`src/rtl/voice_allocator_if.sv`:
```
`default_nettype none
// ============================================================================
// Module   : voice_allocator_if
// Brief    : Key-scanner / voice-datapath bundle for the voice allocator.
// Revision : 1.0
// ============================================================================
interface voice_allocator_if #(
    parameter int NUM_KEYS   = 16,
    parameter int NUM_VOICES = 4,
    parameter int KEY_W      = 4
);
    logic                        enable;
    logic [NUM_KEYS-1:0]         keys;
    logic [15:0]                 release_len;
    logic [NUM_VOICES-1:0]       voice_gate;
    logic [NUM_VOICES*KEY_W-1:0] voice_key;
    logic [NUM_VOICES-1:0]       voice_trig;
    logic                        steal;
    logic                        busy;

    modport master (
        output enable, keys, release_len,
        input  voice_gate, voice_key, voice_trig, steal, busy
    );

    modport slave (
        input  enable, keys, release_len,
        output voice_gate, voice_key, voice_trig, steal, busy
    );
endinterface
`default_nettype wire

```
`src/rtl/voice_allocator.sv`:
```
`default_nettype none
// ============================================================================
// Module   : voice_allocator
// Brief    : Maps key press/release events onto a voice pool, oldest-first steal.
// Revision : 1.0
// ============================================================================
module voice_allocator #(
    parameter int NUM_KEYS   = 16,
    parameter int NUM_VOICES = 4,
    parameter int KEY_W      = 4
) (
    input  logic             clk,
    input  logic             rst_n,
    voice_allocator_if.slave bus
);
    localparam int VID_W = (NUM_VOICES > 1) ? $clog2(NUM_VOICES) : 1;

    localparam logic [1:0] c_FREE      = 2'd0;
    localparam logic [1:0] c_HELD      = 2'd1;
    localparam logic [1:0] c_RELEASING = 2'd2;

    logic [NUM_KEYS-1:0]         r_keys_prev, r_press_pend, r_release_pend;
    logic [1:0]                  r_state [NUM_VOICES];
    logic [15:0]                 r_cnt   [NUM_VOICES];
    logic [VID_W-1:0]            r_rank  [NUM_VOICES];
    logic [NUM_VOICES-1:0]       r_gate, r_trig;
    logic [NUM_VOICES*KEY_W-1:0] r_key;
    logic                        r_steal, r_busy;

    logic [NUM_KEYS-1:0] w_pwork, w_rwork, w_pavail, w_ravail, w_p1h, w_r1h;
    logic [NUM_KEYS-1:0] w_press_next, w_release_next;
    logic [KEY_W-1:0]    w_press_key, w_rel_key;
    logic                w_do_rel, w_do_press;
    logic                w_hit, w_free, w_orel, w_ohld, w_tgt_steal;
    logic [VID_W-1:0]    w_hit_v, w_free_v, w_orel_v, w_ohld_v, w_tgt;
    logic [VID_W-1:0]    w_orel_rank, w_ohld_rank, w_tgt_rank;

    always_comb begin
        w_pwork  = r_press_pend | (bus.keys & ~r_keys_prev);
        w_rwork  = r_release_pend | (~bus.keys & r_keys_prev);
        // A press released before it was serviced never reaches a voice.
        w_pavail = w_pwork & ~(w_pwork & w_rwork);
        w_ravail = w_rwork & ~(w_pwork & w_rwork);
        w_p1h    = w_pavail & (~w_pavail + NUM_KEYS'(1));
        w_r1h    = w_ravail & (~w_ravail + NUM_KEYS'(1));
        w_do_rel   = |w_ravail;
        w_do_press = !w_do_rel && (|w_pavail);
        w_press_key = '0;
        w_rel_key   = '0;
        for (int k = NUM_KEYS - 1; k >= 0; k--) begin
            if (w_pavail[k]) w_press_key = KEY_W'(k);
            if (w_ravail[k]) w_rel_key   = KEY_W'(k);
        end
        w_release_next = w_ravail & ~w_r1h;
        w_press_next   = w_do_press ? (w_pavail & ~w_p1h) : w_pavail;

        w_hit = 1'b0;  w_hit_v  = '0;
        w_free = 1'b0; w_free_v = '0;
        for (int v = NUM_VOICES - 1; v >= 0; v--) begin
            if (r_state[v] == c_RELEASING && r_key[v*KEY_W +: KEY_W] == w_press_key) begin
                w_hit = 1'b1; w_hit_v = VID_W'(v);
            end
            if (r_state[v] == c_FREE) begin
                w_free = 1'b1; w_free_v = VID_W'(v);
            end
        end
        w_orel = 1'b0; w_orel_v = '0; w_orel_rank = '0;
        w_ohld = 1'b0; w_ohld_v = '0; w_ohld_rank = '0;
        for (int v = 0; v < NUM_VOICES; v++) begin
            if (r_state[v] == c_RELEASING && (!w_orel || r_rank[v] > w_orel_rank)) begin
                w_orel = 1'b1; w_orel_v = VID_W'(v); w_orel_rank = r_rank[v];
            end
            if (r_state[v] == c_HELD && (!w_ohld || r_rank[v] > w_ohld_rank)) begin
                w_ohld = 1'b1; w_ohld_v = VID_W'(v); w_ohld_rank = r_rank[v];
            end
        end

        if (w_hit) begin
            w_tgt = w_hit_v;  w_tgt_steal = 1'b0;
        end else if (w_free) begin
            w_tgt = w_free_v; w_tgt_steal = 1'b0;
        end else if (w_orel) begin
            w_tgt = w_orel_v; w_tgt_steal = 1'b1;
        end else begin
            w_tgt = w_ohld_v; w_tgt_steal = 1'b1;
        end
        w_tgt_rank = '0;
        for (int v = 0; v < NUM_VOICES; v++) begin
            if (VID_W'(v) == w_tgt) w_tgt_rank = r_rank[v];
        end
    end

    always_ff @(posedge clk or negedge rst_n) begin
        if (!rst_n) begin
            r_keys_prev    <= '0;
            r_press_pend   <= '0;
            r_release_pend <= '0;
            r_gate         <= '0;
            r_trig         <= '0;
            r_key          <= '0;
            r_steal        <= 1'b0;
            r_busy         <= 1'b0;
            for (int v = 0; v < NUM_VOICES; v++) begin
                r_state[v] <= c_FREE;
                r_cnt[v]   <= '0;
                r_rank[v]  <= VID_W'(v);
            end
        end else begin
            r_keys_prev <= bus.keys;
            r_trig      <= '0;
            r_steal     <= 1'b0;
            if (!bus.enable) begin
                r_press_pend   <= '0;
                r_release_pend <= '0;
                r_busy         <= 1'b0;
                r_gate         <= '0;
                for (int v = 0; v < NUM_VOICES; v++) begin
                    r_state[v] <= c_FREE;
                    r_cnt[v]   <= '0;
                end
            end else begin
                r_press_pend   <= w_press_next;
                r_release_pend <= w_release_next;
                r_busy         <= |(w_press_next | w_release_next);
                for (int v = 0; v < NUM_VOICES; v++) begin
                    // >= so a live drop of release_len below the count still frees.
                    if (r_state[v] == c_RELEASING) begin
                        if (r_cnt[v] >= bus.release_len) begin
                            r_state[v] <= c_FREE;
                            r_cnt[v]   <= '0;
                        end else if (r_cnt[v] != 16'hFFFF) begin
                            r_cnt[v] <= r_cnt[v] + 16'd1;
                        end
                    end
                    if (w_do_rel && r_state[v] == c_HELD &&
                        r_key[v*KEY_W +: KEY_W] == w_rel_key) begin
                        r_state[v] <= c_RELEASING;
                        r_cnt[v]   <= '0;
                        r_gate[v]  <= 1'b0;
                    end
                    if (w_do_press) begin
                        if (VID_W'(v) == w_tgt) begin
                            r_state[v]               <= c_HELD;
                            r_cnt[v]                 <= '0;
                            r_gate[v]                <= 1'b1;
                            r_trig[v]                <= 1'b1;
                            r_key[v*KEY_W +: KEY_W]  <= w_press_key;
                            r_rank[v]                <= '0;
                        end else if (r_rank[v] < w_tgt_rank) begin
                            r_rank[v] <= r_rank[v] + VID_W'(1);
                        end
                    end
                end
                if (w_do_press) r_steal <= w_tgt_steal;
            end
        end
    end

    assign bus.voice_gate = r_gate;
    assign bus.voice_key  = r_key;
    assign bus.voice_trig = r_trig;
    assign bus.steal      = r_steal;
    assign bus.busy       = r_busy;
endmodule
`default_nettype wire

```
`src/flat_wrapper.sv`:
```
// flat-port wrapper written by rule: the top's interface ports become plain ports
module voice_allocator_flat 
#(
    parameter int NUM_KEYS   = 16,
    parameter int NUM_VOICES = 4,
    parameter int KEY_W      = 4
)
  (clk, rst_n, bus_enable, bus_keys, bus_release_len, bus_voice_gate, bus_voice_key, bus_voice_trig, bus_steal, bus_busy);
  voice_allocator_if #(.NUM_KEYS(NUM_KEYS), .NUM_VOICES(NUM_VOICES), .KEY_W(KEY_W)) bus_i ();
  input  logic clk;
  input  logic rst_n;
  input wire logic [$bits(bus_i.enable)-1:0] bus_enable;
  input wire logic [$bits(bus_i.keys)-1:0] bus_keys;
  input wire logic [$bits(bus_i.release_len)-1:0] bus_release_len;
  output wire logic [$bits(bus_i.voice_gate)-1:0] bus_voice_gate;
  output wire logic [$bits(bus_i.voice_key)-1:0] bus_voice_key;
  output wire logic [$bits(bus_i.voice_trig)-1:0] bus_voice_trig;
  output wire logic [$bits(bus_i.steal)-1:0] bus_steal;
  output wire logic [$bits(bus_i.busy)-1:0] bus_busy;
  assign bus_i.enable = bus_enable;
  assign bus_i.keys = bus_keys;
  assign bus_i.release_len = bus_release_len;
  assign bus_voice_gate = bus_i.voice_gate;
  assign bus_voice_key = bus_i.voice_key;
  assign bus_voice_trig = bus_i.voice_trig;
  assign bus_steal = bus_i.steal;
  assign bus_busy = bus_i.busy;
  voice_allocator #(.NUM_KEYS(NUM_KEYS), .NUM_VOICES(NUM_VOICES), .KEY_W(KEY_W)) u_core (.clk(clk), .rst_n(rst_n), .bus(bus_i));
endmodule
```
`config.mk`:
```
export PLATFORM = sky130hd
export DESIGN_NAME = voice_allocator_flat
export DESIGN_NICKNAME = d
export VERILOG_FILES = /design/src/rtl/voice_allocator_if.sv /design/src/rtl/voice_allocator.sv /design/src/flat_wrapper.sv
export SDC_FILE = /design/constraint.sdc
export NUM_CORES = 1
export LEC_CHECK = 0
export CORE_MARGIN = 2
export CORE_UTILIZATION = 50
export CTS_CLUSTER_DIAMETER = 120
export DETAILED_ROUTE_END_ITERATION = 10
export PLACE_DENSITY_LB_ADDON = 0.12
export SLEW_MARGIN = 20
export SYNTH_ARGS = -nofsm -noshare
export SYNTH_HDL_FRONTEND = slang
export SYNTH_SLANG_ARGS = --single-unit
```
`constraint.sdc`:
```
create_clock -name clk -period 5.76 [get_ports clk]
set_input_delay 1.44 -clock clk [delete_from_list [all_inputs] [get_ports clk]]
set_output_delay 1.44 -clock clk [all_outputs]
set_load 0.02 [all_outputs]
```
==> flow_metrics.tcl, run 1 <==
set metrics [dict create \
    min_period_ps 5762 \
    slowest_stage "or4_1" \
    async_reset_ff_frac 1.000 \
    status "finished, violations left" \
    grt_usage 0.2647 \
    synth_common_cells "dfrtp_1 (149), nor2_1 (124), nand2_1 (85)" \
    ys_ff_latch 153 \
    max_freq_mhz 173.5 \
    fin_util 0.6166 \
    synth_edf_count 0 \
    netlist_instances 1168 \
    synth.net_count 1287 \
    cts_sinks 153 \
    synth_mux_area_frac 0.03059 \
    finalWeightedCongestion 0.9242 \
    dp.cells 1549 \
    tightest_slew_ps 891.1 \
    synth_seq_area_share 0.3618 \
    cp-start-kind "register" \
    wl_um 29150 \
    synth_compound_area_frac 0.2036 \
    fin_ws_ps -2.284 \
    yosysMostFrequentCell "dfrtp_1" \
    core-area_mm2 0.02089 \
    die_area_mm2 0.02237 \
    violations "setup timing" \
    relSlewSlack 0.3981 \
    io_pins 61 \
    clk_pin_slew_ps 60 \
    placementRows 53 \
    synth_top_family_by_area "simple AND/OR/NAND/NOR gates" \
    worstSetupPathType "register to register" \
    netlist_top_cells_area "dfrtp_1 (35%), ha_1 (9.9%), nor2_1 (4.4%)" \
    p_leak_nw 6.043 \
    die_w_um 149.6 \
    synth_top_area_cell "dfrtp_1" \
    vdd_ir_drop_max_uv 187.5 \
    synth_xor_area_frac 0.04960 \
    hpwl_um 21430 \
    first_pass_iters 5 \
    drc 0 \
    final_cell_count_no_fill 1597 \
    cts-root-buf "clkbuf_16" \
    critPathRequiredTime_ps 6100 \
    synth.distinct_cells 81 \
    crit_path_max_fanout 4 \
    htree_levels 4 \
    syn-cell-area_mm2 0.01060 \
    yosys_warnings 0 \
    cts_buffers 17 \
    clk_latency_ps 430 \
    grt_pass1_wl_um 46380 \
    routed_via_density 5.830 \
    avgSynthCellArea_um2 9.071 \
    cpPeakStageDelay_ps 470 \
    cp.arrival_ps 6110 \
    syn_to_final_growth_pct 21.56 \
    finalHoldViolCount 0 \
    setup_violations 1 \
    post-route-period-util 1.000 \
    cts_tree "yes" \
    grt-ovfl-total 0 \
    final_max_slew_viol_count 0 \
    postRouteAntennaNets 0 \
    antenna_found_initial 0 \
    grt_max_degree 70 \
    cpMostUsedCell "o21ai_2" \
    synthAdderAreaFrac 0.1030 \
    drt-wirelength-per-cell_um 18.25 \
    start_util 0.5072 \
    drive_gt1_frac 0.1422 \
    synth_simple_gate_area_frac 0.2261 \
    synth_top_flop_cell "dfrtp_1" \
    grt_pass1_vias 8800 \
    crit_path_end_kind "register" \
    clockBufferDepth 2 \
    cap_viol_max_count 0 \
    final.setup_skew_ps 14.26 \
    nets 1428 \
    rsz0062_at_grt "yes" \
    n_fill_cell 1837 \
    port_buffers 60 \
    drt_iter0_drc 577 \
    dr_total_vias 9311 \
    synth.top_cell.area_share 0.3519 \
    n_antenna_cell 0 \
    min_path_type "register to register" \
    chipHeight_um 149.6 \
    power_density_mw_per_mm2 210.8 \
]
## routing by layer
metal	part of all wire	vias to the layer above	global-route usage	wire length (um)
li1	-	4567	-	-
met1	0.48	4496	0.3752	14040
met2	0.46	208	0.4213	13430
met3	0.039	40	0.03780	1134
met4	0.019	0	0.07952	546
met5	0	-	0	0
## metrics by stage
stage	power, mW	setup WS (ps)	hold slack, ps	cell area, um^2	setup TNS, ps
6_report	2.715	-2.284	488.4	12880	-2.284
3_5_place_dp	1.600	-175.4	464.5	11950	-598.5
2_1_floorplan	1.414	20.34	495.2	10600	0
4_1_cts	2.730	20.11	486.2	12560	0
3_3_place_gp	1.596	-80.72	466.7	11950	-113.7
5_1_grt	2.834	-339.0	515.4	12880	-3639
## critical path: cells and delay by family, from the launching register on
kind            cells  cell delay, ps
fa+ha+maj           4            1040
compound gates     13            1820
mux                 2             670
flops               1             420
simple gates        8            1570
buf+inv             1             140
## layout by cell type (no fill, tap or decap), drive strengths merged, types with 16 or more instances in the layout
cell           count
nor3              35
xor2              31
a21o              51
and3              22
o22ai             17
a211oi            24
o21bai            16
a31oi             16
xnor2             29
buf               80
inv               53
mux2              21
and2              20
a21oi             75
clkbuf            19
o21ai             41
nor2             125
nand2b            41
clkdlybuf4s50     59
ha                84
dfrtp            149
nand3             37
nor2b             28
nand4             22
nand2             86
## flip-flops by register name, summed over array words and instances, names as in the netlist
signal                 count
u_core.r_state             8
u_core.bus.busy            1
u_core.bus.steal           1
u_core.r_keys_prev        16
u_core.r_press_pend       16
u_core.bus.voice_gate      4
u_core.r_rank              8
u_core.bus.voice_key      16
u_core.r_cnt              64
u_core.r_release_pend     15
u_core.bus.voice_trig      4
## what timing repair did
action	4_1_cts	5_1_grt
pin swaps	4	28
setup buffers	2	14
endpoints found under the setup margin	24	95
resized for setup	5	47
hold buffers	0	0
## area by class of cell
class,instances,area (um^2),area share
Multi-Input combinational cell,948,6719,0.5217
Tap cell,275,344.1,0.02671
Timing Repair Buffer,139,1219,0.09462
Clock inverter,13,143.9,0.01117
Sequential cell,153,3834,0.2976
Clock buffer,19,432.9,0.03361
Inverter,50,187.7,0.01457
## where the power goes
part | internal [mW] | switching [mW]
clock network | 0.642 | 0.480
registers | 1.10 | 0.0295
logic | 0.190 | 0.272
total | 1.93 | 0.781
## kinds of logic after synthesis
kind of cell / after synthesis
AO/OA/AOI/OAI: 307
XOR/XNOR: 60
adder cells (fa/ha/maj): 88
buffers and inverters: 67
flip-flops: 153
multiplexers: 29
AND/OR/NAND/NOR: 464
## worst paths after layout
kind                                                    start                                   to  slack [ps]  depth (start not counted)
min reg2reg                u_core.bus.voice_gate[0]$_DFF_PN0_   u_core.bus.voice_gate[0]$_DFF_PN0_         490                          1
min in group asynchronous                               rst_n           u_core.r_cnt[37]$_DFF_PN0_        1000                          1
max reg2reg                       u_core.r_state[6]$_DFF_PN0_         u_core.r_rank[5]$_DFFE_PN0P_          -2                         28
max in group asynchronous                               rst_n  u_core.bus.voice_key[1]$_DFFE_PN0P_        3710                          2
min                        u_core.bus.voice_gate[0]$_DFF_PN0_   u_core.bus.voice_gate[0]$_DFF_PN0_         490                          1
max                               u_core.r_state[6]$_DFF_PN0_         u_core.r_rank[5]$_DFFE_PN0P_          -2                         28
Note: power is estimated with default switching activity, not from simulation.
==> inputs of run 2 (changes only) <==
RECOVER_POWER = 25   (was default)
==> run 2 against run 1 <==
  * The run ends with capacitance limit, slew limit, setup timing left
  * Die area stayed put
  * Critical path depth is 12 lower
  * Register-to-register slack hardly changed
  * Combinational power hardly changed
  * First-iteration DRC count stayed put
  * Count of clock-buffer cells in the layout stayed put
  * Largest power group unchanged
  * Highest routed layer unchanged
==> flow_metrics.tcl, run 2 (same netlist as run 1, synthesis figures left out) <==
set metrics [dict create \
    finalSetupTns_ps -16.93 \
    crit_chain "dlygate4sd3_1, nor2b_1, a21o_1, or4_4, a21o_1, a211oi_1, o211ai_1, nor3_1, or2_1, o21a_1, mux2_2, o21ai_2, ha_1, or3_1, or4_1, o221ai_1" \
    sw_frac_of_total 0.2880 \
    cts_sinks 153 \
    hold_slack_ps 488.4 \
    ff2ff_setup_slack_ps -10 \
    power_mw 2.712 \
    drt_iter0_drc 577 \
    rsz0062_at_grt "yes" \
    n_antenna_cell 0 \
    worstSetupPathType "input port to register" \
    min_path_type "register to register" \
    cpPeakStageDelay_ps 590 \
    final_cell_count_no_fill 1597 \
    first_pass_iters 5 \
    finalHoldViolCount 0 \
    setup_violations 1 \
    largest_reg_flops 64 \
    clockPowerShare 0.413 \
    syn_to_final_growth_pct 21.49 \
    antenna_found_initial 0 \
    regArea_mm2 0.003834 \
    cpMostUsedCell "a21o_1" \
    n_fill_cell 1837 \
    p_sw_uw 781.0 \
    violations "capacitance limit, slew limit, setup timing" \
    cts_buffers 17 \
    relSlewSlack -1.505 \
    cap_viol_max_count 1 \
    cp.arrival_ps 6120 \
    cp-start-kind "input port" \
    seq_power_share 0.417 \
    io_pins 61 \
    drc 0 \
    htree_levels 4 \
    core-area_mm2 0.02089 \
    grt_usage 0.2647 \
    grt-ovfl-total 0 \
    drt-wirelength-per-cell_um 18.24 \
    clockBufferDepth 2 \
    vdd_ir_drop_max_uv 187.1 \
    critPathRequiredTime_ps 6100 \
    cts_hold_buf 0 \
    dp.cells 1549 \
    post-route-period-util 1.003 \
    chipHeight_um 149.6 \
    final_max_slew_viol_count 70 \
    grt_pass1_wl_um 46380 \
    cts_tree "yes" \
    status "finished, violations left" \
    min_period_ps 5777 \
    pwr-share-comb 0.169 \
    max_freq_mhz 173.1 \
    fin_ws_ps -16.93 \
    routed_via_density 5.825 \
    p_leak_nw 6.042 \
    power_density_mw_per_mm2 210.7 \
    fin_util 0.6162 \
    top_register "u_core.r_cnt" \
    tightest_slew_ps 3757 \
    clk_latency_ps 430 \
    port_buffers 60 \
    start_util 0.5072 \
    final.setup_skew_ps 15.06 \
    placementRows 53 \
    most-common-layout-cells "dfrtp_1 (149), nor2_1 (121), nand2_1 (81)" \
    drive_gt1_frac 0.1415 \
    multi_input_area_mm2 0.006719 \
    r2r_start "u_core.r_state[6]$_DFF_PN0_" \
    wl_um 29130 \
    nets 1428 \
    worstSetupStartpoint "bus_keys[5]" \
    crit_path_end_kind "register" \
    postRouteAntennaNets 0 \
    finalWeightedCongestion 0.9242 \
    grt_pass1_vias 8800 \
    grt_max_degree 70 \
    clk_pin_slew_ps 60 \
    hp-start "u_core.bus.voice_gate[0]$_DFF_PN0_" \
    cts-root-buf "clkbuf_16" \
    mostFrequentLayoutCell "dfrtp_1" \
    crit_path_max_fanout 5 \
    die_w_um 149.6 \
    hpwl_um 21430 \
    die_area_mm2 0.02237 \
    dr_total_vias 9303 \
    intPower_mw 1.931 \
    slowest_stage "or4_4" \
]
run 2: changes by cell type in the layout (fill, tap and decap cells not counted):
cell / change
clkdlybuf4s50_1: -14
dlygate4sd3_1: +14
buf_6: -1
clkbuf_1: +1
run 2: per-stage QoR:
stage               setup WS [ps]  area (um^2)
global route               -339.0        12870
global placement           -80.72        11950
floorplan                   20.34        10600
detailed placement         -175.4        11950
finish                     -16.93        12870
CTS                         20.11        12560
run 2: area by class of cell:
| class | count | area share |
|---|---|---|
| Clock buffer | 19 | 0.03363 |
| Clock inverter | 13 | 0.01118 |
| Inverter | 50 | 0.01458 |
| Multi-Input combinational cell | 948 | 0.5220 |
| Sequential cell | 153 | 0.2978 |
| Tap cell | 275 | 0.02673 |
| Timing Repair Buffer | 139 | 0.09409 |
run 2: power groups by stage:
stage          registers, mW  logic [mW]  clock network, mW
3_5_place_dp            1.15       0.450                  0
2_1_floorplan           1.15       0.268                  0
4_1_cts                 1.13       0.453               1.15
3_3_place_gp            1.15       0.448                  0
5_1_grt                 1.13       0.504               1.19
6_report                1.13       0.459               1.12
run 2: what timing repair did:
action / in CTS / in global routing
gates resized for setup: 5 / 47
setup buffers: 2 / 14
endpoints found under the setup margin: 24 / 95
pin swaps: 4 / 28
run 2: worst paths after layout:
kind                                                           end  depth (start not counted)
worst min register to register  u_core.bus.voice_gate[0]$_DFF_PN0_                          1
min in group asynchronous               u_core.r_cnt[37]$_DFF_PN0_                          1
worst max register to register        u_core.r_rank[5]$_DFFE_PN0P_                         28
worst min-delay path            u_core.bus.voice_gate[0]$_DFF_PN0_                          1
worst max-delay path                  u_core.r_rank[5]$_DFFE_PN0P_                         16
max in group asynchronous              u_core.r_state[0]$_DFF_PN0_                          1
run 2: routing by layer:
| layer | global-route usage | wire length, um | vias to the layer above |
|---|---|---|---|
| met1 | 0.3752 | 14000 | 4493 |
| met4 | 0.07952 | 519 | 0 |
| met2 | 0.4213 | 13450 | 207 |
| met3 | 0.03780 | 1153 | 38 |
| met5 | 0 | 0 | - |
| li1 | - | - | 4565 |
run 2: worst max-delay path: cells and delay by family:
kind / cells / cell delay [ps]
simple gates: 6 / 2200
compound gates: 7 / 1290
fa+ha+maj: 1 / 250
mux: 1 / 350
buf+inv: 1 / 570
==> inputs of run 3 (changes only) <==
SLEW_MARGIN = default   (was 20)
clock period = 6.2 ns   (was 5.76 ns; I/O delays follow)
==> run 3 against run 2 <==
  * The flow finishes with violations (capacitance limit, slew limit)
  * Register-to-register slack gained 480 ps
  * Design area shrank 4.5%
  * Hold slack gained 2.7 ps
  * Clock skew shrank 2.8 ps
  * Largest power group unchanged
  * Highest routed layer unchanged
==> flow_metrics.tcl, run 3 (same netlist as run 1, synthesis figures left out) <==
set metrics [dict create \
    status "finished, violations left" \
    violations "capacitance limit, slew limit" \
    hpwl_um 20800 \
    top_register "u_core.r_cnt" \
    die_w_um 149.6 \
    dr_total_vias 9013 \
    drt-wirelength-per-cell_um 17.76 \
    vdd_ir_drop_max_uv 151.3 \
    cp.depth 21 \
    cts_buffers 17 \
    hp-start "u_core.bus.voice_gate[1]$_DFF_PN0_" \
    final.setup_skew_ps 12.22 \
    io_pins 61 \
    antenna_found_initial 0 \
    chipHeight_um 149.6 \
    min_path_type "register to register" \
    r2r_start "u_core.r_state[7]$_DFF_PN0_" \
    final_cell_count_no_fill 1551 \
    first_pass_iters 5 \
    grt-ovfl-total 0 \
    htree_levels 4 \
    grt_max_degree 63 \
    wl_um 27540 \
    clk_latency_ps 440 \
    rr_endpoint "u_core.r_cnt[57]$_DFF_PN0_" \
    cts_hold_buf 0 \
    routed_via_density 5.811 \
    final_max_slew_viol_count 46 \
    finalWeightedCongestion 0.9016 \
    post-route-period-util 0.9539 \
    min_period_ps 5914 \
    cpPeakStageDelay_ps 580 \
    placementRows 53 \
    setup_violations 0 \
    drt_iter0_drc 643 \
    start_util 0.5072 \
    grt_pass1_vias 8623 \
    cap_viol_max_count 1 \
    tightest_slew_ps 2539 \
    cts_sinks 153 \
    cp-start-kind "input port" \
    core-area_mm2 0.02089 \
    fin_ws_ps 285.6 \
    most-common-layout-cells "dfrtp_1 (147), nor2_1 (124), nand2_1 (85)" \
    slowest_stage "or4_4" \
    nets 1382 \
    max_freq_mhz 169.1 \
    crit_path_max_fanout 15 \
    clockBufferDepth 2 \
    clk_pin_slew_ps 60 \
    die_area_mm2 0.02237 \
    drive_gt1_frac 0.09169 \
    grt_usage 0.2547 \
    ff2ff_setup_slack_ps 470 \
    syn_to_final_growth_pct 16.04 \
    finalHoldViolCount 0 \
    p_leak_nw 5.764 \
    fin_util 0.5886 \
    mostFrequentLayoutCell "dfrtp_1" \
    cts-root-buf "clkbuf_16" \
    min_to "u_core.bus.voice_gate[1]$_DFF_PN0_" \
    min_path_cells 1 \
    power_density_mw_per_mm2 198.0 \
    drc 0 \
    crit_path_end_kind "register" \
    finalSetupTns_ps 0 \
    n_antenna_cell 0 \
    worstSetupPathType "input port to register" \
    cp.arrival_ps 6290 \
    cpMostUsedCell "a21o_1" \
    critPathRequiredTime_ps 6580 \
    grt_pass1_wl_um 44800 \
    ff2ff_path_depth 25 \
    dp.cells 1516 \
    relSlewSlack -0.6927 \
    crit_chain "dlygate4sd3_1, nor2b_1, a21o_1, or4_4, a21o_1, a211oi_1, o211ai_1, nor3_1, or2_1, o21a_1, buf_4, nand2_1, o211ai_1, o21ai_1, buf_4, ha_1, nor2_1, nand2_1, or3_1, a21oi_1, a21o_1" \
    cp_top_family "simple AND/OR/NAND/NOR gates" \
    cts_tree "yes" \
    largest_reg_flops 64 \
    port_buffers 60 \
    dp_worst_setup_slack_ps 209.1 \
    power_mw 2.434 \
    postRouteAntennaNets 0 \
    critPathBufInv 3 \
]
run 3: cell types whose count changed in the layout (fill, tap and decap cells not counted), moves of 4 or more:
cell and delta:
buf_4 -43, mux2_4 -4, ha_4 -5, nor2b_1 +4
ha_1 +6, nand2_2 -4, a21oi_1 +4, o21ai_2 -4
mux2_2 +4, nand2_1 +4
run 3: how the worst max path moves through the flow:
stage,from,endpoint
after floorplan,u_core.r_state[7]$_DFF_PN0_,u_core.r_rank[5]$_DFFE_PN0P_
after global placement,bus_keys[5],u_core.r_rank[1]$_DFFE_PN1P_
after detailed placement,bus_keys[5],u_core.r_rank[5]$_DFFE_PN0P_
after CTS,u_core.r_state[6]$_DFF_PN0_,u_core.r_rank[5]$_DFFE_PN0P_
after global routing,bus_keys[14],u_core.r_rank[1]$_DFFE_PN1P_
final,bus_keys[5],u_core.r_rank[1]$_DFFE_PN1P_
run 3: layer usage:
metal | vias up | wire, um | track usage
li1 | 4461 | - | -
met1 | 4308 | 13270 | 0.3618
met2 | 213 | 12800 | 0.4122
met3 | 31 | 1152 | 0.03780
met4 | 0 | 310 | 0.05857
met5 | - | 0 | 0
run 3: what timing repair did:
action,CTS,global route
resized for setup,0,15
setup buffers,0,3
endpoints found under the setup margin,0,70
endpoints found under the hold margin,0,0
run 3: area by class of cell:
cell class                 instances  area (um^2)
fill                            1855         8594
multi-input combinational        948         6538
timing repair buffer              93        839.6
clock inverter                    12        92.59
tap                              275        344.1
inverter                          50        187.7
sequential                       153         3836
clock buffer                      20        456.7
run 3: report_power, final:
group          internal (mW)  switching, mW  total [mW]
clock                  0.536          0.451       0.987
combinational          0.154          0.243       0.396
sequential              1.02         0.0267        1.05
total                   1.71          0.720        2.43
run 3: per-stage QoR:
step / instance area [um^2] / hold WS [ps]
2_1_floorplan: 10600 / 495.2
3_3_place_gp: 11690 / 486.1
3_5_place_dp: 11690 / 490.7
4_1_cts: 12240 / 505.1
5_1_grt: 12290 / 512.0
6_report: 12290 / 491.2
